$ cat src/rtl/axi_pkg.sv
// Shared AXI4 constants and the burst-master state encoding.
// Used by axi_burst_master and axi_burst_perf.
package axi_pkg;

   localparam logic [1:0] BURST_INCR  = 2'b01;
   localparam logic [2:0] SIZE_8B     = 3'd3;

   localparam logic [1:0] RESP_OKAY   = 2'b00;
   localparam logic [1:0] RESP_EXOKAY = 2'b01;
   localparam logic [1:0] RESP_SLVERR = 2'b10;
   localparam logic [1:0] RESP_DECERR = 2'b11;

   localparam logic [2:0] S_IDLE = 3'd0;
   localparam logic [2:0] S_AR   = 3'd1;
   localparam logic [2:0] S_R    = 3'd2;
   localparam logic [2:0] S_AW   = 3'd3;
   localparam logic [2:0] S_W    = 3'd4;
   localparam logic [2:0] S_B    = 3'd5;
   localparam logic [2:0] S_DONE = 3'd6;

endpackage

$ cat src/rtl/axi_burst_perf.sv
// Burst and stall counters for axi_burst_master.
// Instantiated only when AXI_BURST_MASTER_PERF_EN is defined.
module axi_burst_perf
   import axi_pkg::*;
(
   input  logic        clk,
   input  logic        rst,
   input  logic [2:0]  state,
   input  logic        wr,
   input  logic        arvalid,
   input  logic        arready,
   input  logic        awvalid,
   input  logic        awready,
   input  logic        wvalid,
   input  logic        wready,
   output logic [31:0] rd_bursts,
   output logic [31:0] wr_bursts,
   output logic [31:0] stall_cyc
);

   logic stall;
   logic fin;

   assign stall = (arvalid & ~arready)
                | (awvalid & ~awready)
                | (wvalid & ~wready);
   assign fin   = (state == S_DONE);

   // count completed bursts by kind and valid-without-ready cycles
   always_ff @(posedge clk or posedge rst) begin
      if (rst) begin
         rd_bursts <= '0;
         wr_bursts <= '0;
         stall_cyc <= '0;
      end else begin
         if (fin && !wr) rd_bursts <= rd_bursts + 32'd1;
         if (fin && wr)  wr_bursts <= wr_bursts + 32'd1;
         stall_cyc <= stall_cyc + {31'd0, stall};
      end
   end

endmodule

$ cat src/rtl/axi_burst_master.sv
// AXI4 master: one cache request becomes one INCR burst of 64-bit beats.
// Define AXI_BURST_MASTER_PERF_EN to add the perf_* counter outputs.
module axi_burst_master
   import axi_pkg::*;
#(
   parameter int ADDR_W = 32,
   parameter int DATA_W = 64,
   parameter int LEN_W  = 8
)(
   input  logic                clk,
   input  logic                rst,
   input  logic                req_valid,
   output logic                req_ready,
   input  logic                req_wr,
   input  logic [ADDR_W-1:0]   req_addr,
   input  logic [LEN_W-1:0]    req_len,
   input  logic [DATA_W/8-1:0] req_wstrb,
   input  logic [DATA_W-1:0]   wbeat_data,
   output logic                wbeat_pop,
   output logic                rbeat_valid,
   output logic [DATA_W-1:0]   rbeat_data,
   output logic                rbeat_last,
   output logic                done,
   output logic                done_err,
   output logic [ADDR_W-1:0]   araddr,
   output logic                arvalid,
   input  logic                arready,
   output logic [LEN_W-1:0]    arlen,
   output logic [2:0]          arsize,
   output logic [1:0]          arburst,
   input  logic [DATA_W-1:0]   rdata,
   input  logic [1:0]          rresp,
   input  logic                rvalid,
   input  logic                rlast,
   output logic                rready,
   output logic [ADDR_W-1:0]   awaddr,
   output logic                awvalid,
   input  logic                awready,
   output logic [LEN_W-1:0]    awlen,
   output logic [2:0]          awsize,
   output logic [1:0]          awburst,
   output logic [DATA_W-1:0]   wdata,
   output logic [DATA_W/8-1:0] wstrb,
   output logic                wlast,
   output logic                wvalid,
   input  logic                wready,
   input  logic [1:0]          bresp,
   input  logic                bvalid,
   output logic                bready
`ifdef AXI_BURST_MASTER_PERF_EN
   ,
   output logic [31:0]         perf_rd_bursts,
   output logic [31:0]         perf_wr_bursts,
   output logic [31:0]         perf_stall_cyc
`endif
);

   localparam logic [LEN_W:0] ONE = 1;

   logic [2:0]          state;
   logic [ADDR_W-1:0]   addr;
   logic [LEN_W-1:0]    len;
   logic [DATA_W/8-1:0] strb;
   logic                wr;
   logic [LEN_W:0]      cnt;
   logic                err;
   logic                at_last;

   // counter is one bit wider than len so len = 255 never wraps
   assign at_last = (cnt == {1'b0, len});

   // request sequencing, beat counting and sticky error tracking
   always_ff @(posedge clk or posedge rst) begin
      if (rst) begin
         state <= S_IDLE;
         addr  <= '0;
         len   <= '0;
         strb  <= '0;
         wr    <= 1'b0;
         cnt   <= '0;
         err   <= 1'b0;
      end else begin
         case (state)
            S_IDLE: begin
               if (req_valid) begin
                  addr  <= req_addr;
                  len   <= req_len;
                  strb  <= req_wstrb;
                  wr    <= req_wr;
                  cnt   <= '0;
                  err   <= 1'b0;
                  state <= req_wr ? S_AW : S_AR;
               end
            end
            S_AR: begin
               if (arready) state <= S_R;
            end
            S_R: begin
               if (rvalid) begin
                  cnt <= cnt + ONE;
                  if (rresp != RESP_OKAY) err <= 1'b1;
                  if (rlast) begin
                     if (!at_last) err <= 1'b1;
                     state <= S_DONE;
                  end else if (cnt >= {1'b0, len}) begin
                     err <= 1'b1;
                  end
               end
            end
            S_AW: begin
               if (awready) state <= S_W;
            end
            S_W: begin
               if (wready) begin
                  cnt <= cnt + ONE;
                  if (at_last) state <= S_B;
               end
            end
            S_B: begin
               if (bvalid) begin
                  if (bresp != RESP_OKAY) err <= 1'b1;
                  state <= S_DONE;
               end
            end
            S_DONE: state <= S_IDLE;
            default: state <= S_IDLE;
         endcase
      end
   end

   assign req_ready   = (state == S_IDLE);

   assign araddr      = addr;
   assign arvalid     = (state == S_AR);
   assign arlen       = len;
   assign arsize      = SIZE_8B;
   assign arburst     = BURST_INCR;

   assign rready      = (state == S_R);
   assign rbeat_valid = rready & rvalid;
   assign rbeat_data  = rdata;
   assign rbeat_last  = rready & rvalid & rlast;

   assign awaddr      = addr;
   assign awvalid     = (state == S_AW);
   assign awlen       = len;
   assign awsize      = SIZE_8B;
   assign awburst     = BURST_INCR;

   assign wvalid      = (state == S_W);
   assign wdata       = wbeat_data;
   assign wstrb       = strb;
   assign wlast       = wvalid & at_last;
   assign wbeat_pop   = wvalid & wready;

   assign bready      = (state == S_B);

   assign done        = (state == S_DONE);
   assign done_err    = done & err;

`ifdef AXI_BURST_MASTER_PERF_EN
   axi_burst_perf u_perf (
      .clk       (clk),
      .rst       (rst),
      .state     (state),
      .wr        (wr),
      .arvalid   (arvalid),
      .arready   (arready),
      .awvalid   (awvalid),
      .awready   (awready),
      .wvalid    (wvalid),
      .wready    (wready),
      .rd_bursts (perf_rd_bursts),
      .wr_bursts (perf_wr_bursts),
      .stall_cyc (perf_stall_cyc)
   );
`endif

endmodule

$ cat config.mk
export PLATFORM = sky130hd
export DESIGN_NAME = axi_burst_master
export DESIGN_NICKNAME = d
export VERILOG_FILES = /design/src/rtl/axi_pkg.sv /design/src/rtl/axi_burst_perf.sv /design/src/rtl/axi_burst_master.sv
export SDC_FILE = /design/constraint.sdc
export NUM_CORES = 1
export LEC_CHECK = 0
export CORE_AREA = 5 5 164 166
export CTS_CLUSTER_DIAMETER = 50
export DETAILED_ROUTE_END_ITERATION = 7
export DIE_AREA = 0 0 169 171
export MAX_ROUTING_LAYER = met4
export PLACE_DENSITY_LB_ADDON = 0.15
export SLEW_MARGIN = 40
export SYNTH_ARGS = -nofsm -noshare
export SYNTH_HDL_FRONTEND = slang
export SYNTH_HIERARCHICAL = 1
export SYNTH_SLANG_ARGS = --single-unit
$ cat constraint.sdc
create_clock -name clk -period 1.85 [get_ports clk]
set_input_delay 0.37 -clock clk [delete_from_list [all_inputs] [get_ports clk]]
set_output_delay 0.37 -clock clk [all_outputs]
set_load 0.02 [all_outputs]
==> results of run 1 <==
[what timing repair did]
action                     in CTS  in global routing
gates cloned                    4                  0
gates resized for setup       136                 16
setup buffers                  22                  2
pin swaps                       8                  7
setup endpoints to repair      64                 65
[cells in the mapped netlist, types with 2 or more instances]
cell type,n
a21oi_1,9
a31oi_1,2
and3_1,4
buf_2,6
buf_4,181
clkbuf_1,3
conb_1,2
dfrtp_1,61
ha_1,9
inv_1,13
mux2_1,41
nand2_1,17
nand2b_1,6
nand3_1,8
nor2_1,14
nor3_1,8
nor3b_1,2
nor4_1,3
o21ai_0,2
o21ai_1,17
o22ai_1,3
o31a_1,2
o31ai_1,5
or4_1,2
[through the flow]
stage | setup TNS [ns] | cell area [um2]
2_1_floorplan | -0.119 | 4290
3_3_place_gp | -21.48 | 5360
3_5_place_dp | -23.42 | 5360
4_1_cts | -3.87 | 6270
5_1_grt | -1.67 | 6260
[per-layer routing]
metal and GRT usage (%):
met1 10.3, met2 14.6, met3 3.33, met4 3.47
met5 -
[kinds of logic after synthesis]
family	after synthesis
other	2
AO/OA/AOI/OAI	43
AND/OR/NAND/NOR	70
buffers and inverters	204
multiplexers	42
adder cells (fa/ha/maj)	9
flip-flops	61
==> impl_results.md, run 1 <==
* Main combinational cell family by area after synthesis: buffers and inverters
* Io pins at 428
* Die Y at about 170 um
* Mapped Cells at about 430
* Worst_ep grt: wlast
* Rows at roughly 60
* Yosys warning count at 6
* Port Buf Inserts at 161
* Largest net degree at the start of global routing at 41
* Tool Error: [ERROR DRT-0255] Maze Route cannot find path of net rdata[56] in worker of routeBox ( 144900 96600 ) ( 169000 144900 ).
* Synth area leaders: dfrtp_1, buf_4, mux2_1
* Routability cong. at 0.716
* Syn avg cell area at 9.69 um2
* Pre-CTS WS at -0.701 ns
* Synth Area in XOR/XNOR at 0%
* Simple-Gate Fraction of Synth Area at 8.36%
* Global-route usage over all layers at a little under a tenth
* Netlist area before placement at 0.00418 mm2
* Worst-case clock buffer depth at 2
* Post-Place Cells at 796
* Status: stopped before the end
* WEP type: output port
* Initial core utilization at 16.4%
* Initial antenna violation count at 0
* Die width at between 150 and 200 um
* Adder-Cell Fraction of Synth Area at under 10%
* Clk sinks at 61
* Exit stage: 5_2_route
* Post-cts hold buffer count at 0
* Async S/R FF share, synth at 100%
* First-pass GRT wire length at 19.5 mm
* CTS Buf Count at 9
* Main synth FF type: dfrtp_1
* Global-route congestion overflow total at 0
* DP HPWL at between 9 and 10 mm
* Biggest area consumer among synthesized cells: dfrtp_1
* Compound-Gate Fraction of Synth Area at 6.17%
* #FFs+latches synth at approximately 60
* Synth unique cells at 35
* Register area share after synthesis at 36.5%
* Yosys top cell area share at 36.5%
* EDFF count, synth at 0
* Root Buffer: clkbuf_16
* CTS HTree Levels at 3
* Vias in the first global route at about 3300
* Mux cell area share after synthesis at 11.3%
==> run 2: changes to the inputs <==
--- a/config.mk
+++ b/config.mk
@@ -5,11 +5,9 @@
 export SDC_FILE = /design/constraint.sdc
 export NUM_CORES = 1
 export LEC_CHECK = 0
-export CORE_AREA = 5 5 164 166
-export CTS_CLUSTER_DIAMETER = 50
+export CORE_AREA = 5 5 165 167
 export DETAILED_ROUTE_END_ITERATION = 7
-export DIE_AREA = 0 0 169 171
-export MAX_ROUTING_LAYER = met4
+export DIE_AREA = 0 0 170 172
 export PLACE_DENSITY_LB_ADDON = 0.15
 export SLEW_MARGIN = 40
 export SYNTH_ARGS = -nofsm -noshare
==> constraint.sdc (replaced) <==
create_clock -name clk -period 2.41 [get_ports clk]
set_input_delay 0.482 -clock clk [delete_from_list [all_inputs] [get_ports clk]]
set_output_delay 0.482 -clock clk [all_outputs]
set_load 0.02 [all_outputs]
==> run 2 against run 1 <==
Compared with the run above:
- global-route usage decreased by 1.2 points
- synthesized cell count unchanged
- the flow now finishes, with violations (negative setup slack)
- area after synthesis unchanged
==> impl_results.md, run 2 <==
* Worst setup margin at -0.0305 ns
* Maximum VDD drop at ~570 uV
* Routed via count at 2860
* CP max stage cell: or4_4
* 1st-iter DRT viols at 67
* Wire length per cell at 14.7 um
* Worst-case clock buffer depth at 2 (unchanged)
* Netlist area before placement at 0.00418 mm2 (unchanged)
* Reg2Reg Setup Slack at slightly below 0.4 ns
* Req. time, crit path at 1.93 ns
* Yosys top cell area share at 36.5% (unchanged)
* Crit start category: flip-flop
* Drt pass-1 iters at 4
* Initial core utilization at 16.3% (was 16.4%)
* Most frequent cells in the layout: clkdlybuf4s50_1, dfrtp_1, mux2_1
* Area of the multi-input gates at 0.00133 mm2
* Global-route congestion overflow total at 0 (unchanged)
* Routed Wire Length at between 10 and 15 mm
* Mapped Cells at 431 (unchanged)
* Via density at 3.57
* Syn avg cell area at 9.69 um2 (unchanged)
* Clk_lat worst skew at 0.33 ns
* CTS Buf Count at 9 (unchanged)
* Commonest non-fill, non-tap cell in the layout: clkdlybuf4s50_1
* Fin. max-slew vios at 0
* CP endpoint kind: output pin
* Die area at approximately 0.03 mm2
* Final-stage net count at 661
* Final Cycle Share at 101%
* Io pins at 428 (unchanged)
* Synth area leaders: dfrtp_1, buf_4, mux2_1 (unchanged)
* Global-route usage over all layers at 7.82% (was 9.05%)
* Count leader, synth: buf_4 (unchanged)
* Worst EP arrival at 1.96 ns
* Rows at 59 (unchanged)
* Die width at 170 um (was 169 um)
* Largest net degree at the start of global routing at 29 (was 41)
* CORE AREA at 0.0256 mm2
* Max Cap Viol at 0
* Leak pwr at 2.32 nW
* CP cell instances: ha_4, nand3_2, or4_4, nor3_4, buf_6
* Crit path time final at ~2.4 ns
* Share of cells above drive strength 1 at between 10% and 20%
* Area delta synth->final at 34.0%
* Post-cts hold buffer count at 0 (unchanged)
* PwrDens at 1410 mW/mm2
* Detail Route Antenna Nets at 0
* Fin util at 21.9%
* DP HPWL at 9.40 mm (was 9.78 mm)
* #FFs+latches synth at 61 (unchanged)
* Biggest area consumer among synthesized cells: dfrtp_1 (unchanged)
* # setup viols final at 1
* Area after DPL at 0.00516 mm2 (was 0.00536 mm2)
* Root Buffer: clkbuf_16 (unchanged)
* Vias in the first global route at 3014 (was 3281)
* Reg clk slew, reported paths at roughly 0.050 ns
* Clk sinks at 61 (unchanged)
* Hold slack at around 0.46 ns
* First-pass GRT wire length at 17.6 mm (was 19.5 mm)
* Async S/R FF share, synth at 100% (unchanged)
* Register-to-Register Path Depth at 7
* Die Y at 172 um (was 171 um)
* DR DRC count at 0
* Routability cong. at 0.736 (was 0.716)
* Worst Hold Class: in -> async
* EDFF count, synth at 0 (unchanged)
* Pre-CTS WS at -0.282 ns (was -0.701 ns)
* Layout fillers at 2772
* Status: finished with violations (was stopped before the end)
* Crit Path Category: reg -> out
* Fin. Hold Viols at 0
* Max Fclk at 410 MHz
* Finished Cell Area at 0.00560 mm2
* Register area share after synthesis at 36.5% (unchanged)
* Largest register FFs at 32
* Clock skew at 0.00430 ns
* CTS HTree Levels at 3 (unchanged)
* Initial antenna violation count at 0 (unchanged)
* Failing checks: negative setup slack
* Largest stage delay, worst path at 0.56 ns
* CTS tree: yes
* Port Buf Inserts at 161 (unchanged)
* CP max FO at 3
* Synth unique cells at 35 (unchanged)
* RSZ-0062 raised after global routing: true
* Sequential cell area at between 0.0015 and 0.002 mm2
* Yosys warning count at 6 (unchanged)
* N_diodes at 0
* Design Power at about 7.9 mW
* Top post-synthesis cells by count: buf_4, dfrtp_1, mux2_1, nand2_1, o21ai_1 (unchanged)
* Main synth FF type: dfrtp_1 (unchanged)
[run 2: cell counts after synthesis]
No cell type changed its count.
[run 2: logic make-up (layout without fill, tap and decap cells)]
group / count (synthesis) / count (layout) / share of synthesized area (%)
other: 2 / 10 / 0.180
adder cells (fa/ha/maj): 9 / 9 / 2.70
multiplexers: 42 / 42 / 11.3
flip-flops: 61 / 61 / 36.5
AO/OA/AOI/OAI: 43 / 43 / 6.17
buffers and inverters: 204 / 232 / 34.8
AND/OR/NAND/NOR: 70 / 70 / 8.36
[run 2: cell type report]
type | count | share of cell area, %
timing repair buffer | 202 | 34.6
inverter | 14 | 0.939
sequential | 61 | 27.3
tap | 335 | 7.49
multi-input combinational | 174 | 23.7
clock inverter | 5 | 1.48
clock buffer | 11 | 4.51
[run 2: power breakdown]
group | switching [mW] | internal (mW)
Combinational | 2.33 | 2.27
Clock | 0.497 | 0.961
Sequential | 0.319 | 1.50
Total | 3.15 | 4.73
[run 2: path summary, 6_finish.rpt]
check                                          start              endpoint
max in group asynchronous                        rst    cnt[1]$_DFFE_PP0P_
worst min register to register  wstrb[1]$_DFFE_PP0P_  wstrb[1]$_DFFE_PP0P_
worst max register to register    cnt[6]$_DFFE_PP0P_  state[0]$_DFFE_PP0P_
worst min-delay path                             rst  wstrb[3]$_DFFE_PP0P_
worst max-delay path              cnt[6]$_DFFE_PP0P_                 wlast
min in group clk                wstrb[1]$_DFFE_PP0P_  wstrb[1]$_DFFE_PP0P_
[run 2: worst max-delay path, delay by kind of cell (launching register included)]
kind	cells	cell delay, ns
flip-flops	1	0.42
adder cells (fa/ha/maj)	1	0.29
buffers and inverters	1	0.14
AND/OR/NAND/NOR	3	0.78
[run 2: per-layer routing]
layer	routed length [um]	track usage (%)	part of all wire (%)
met1	4640	9.11	39
met2	5720	12.8	48
met3	1170	2.88	9.9
met4	277	3.72	2.3
met5	0	0	0
[run 2: through the flow]
step                      setup TNS, ns  instances
after floorplan                       0        439
after global placement           -0.326        785
after detailed placement         -0.320        785
after CTS                       -0.0747        801
after global routing            -0.0926        802
final                           -0.0305        802
[run 2: repair_timing]
action / 4_1_cts / 5_1_grt
hold endpoints to repair: 0 / 0
pin swaps: 0 / 1
setup endpoints to repair: 2 / 3
setup buffers: 0 / 1
gates resized for setup: 14 / 10
No activity file was read; power rests on OpenSTA's default activity.
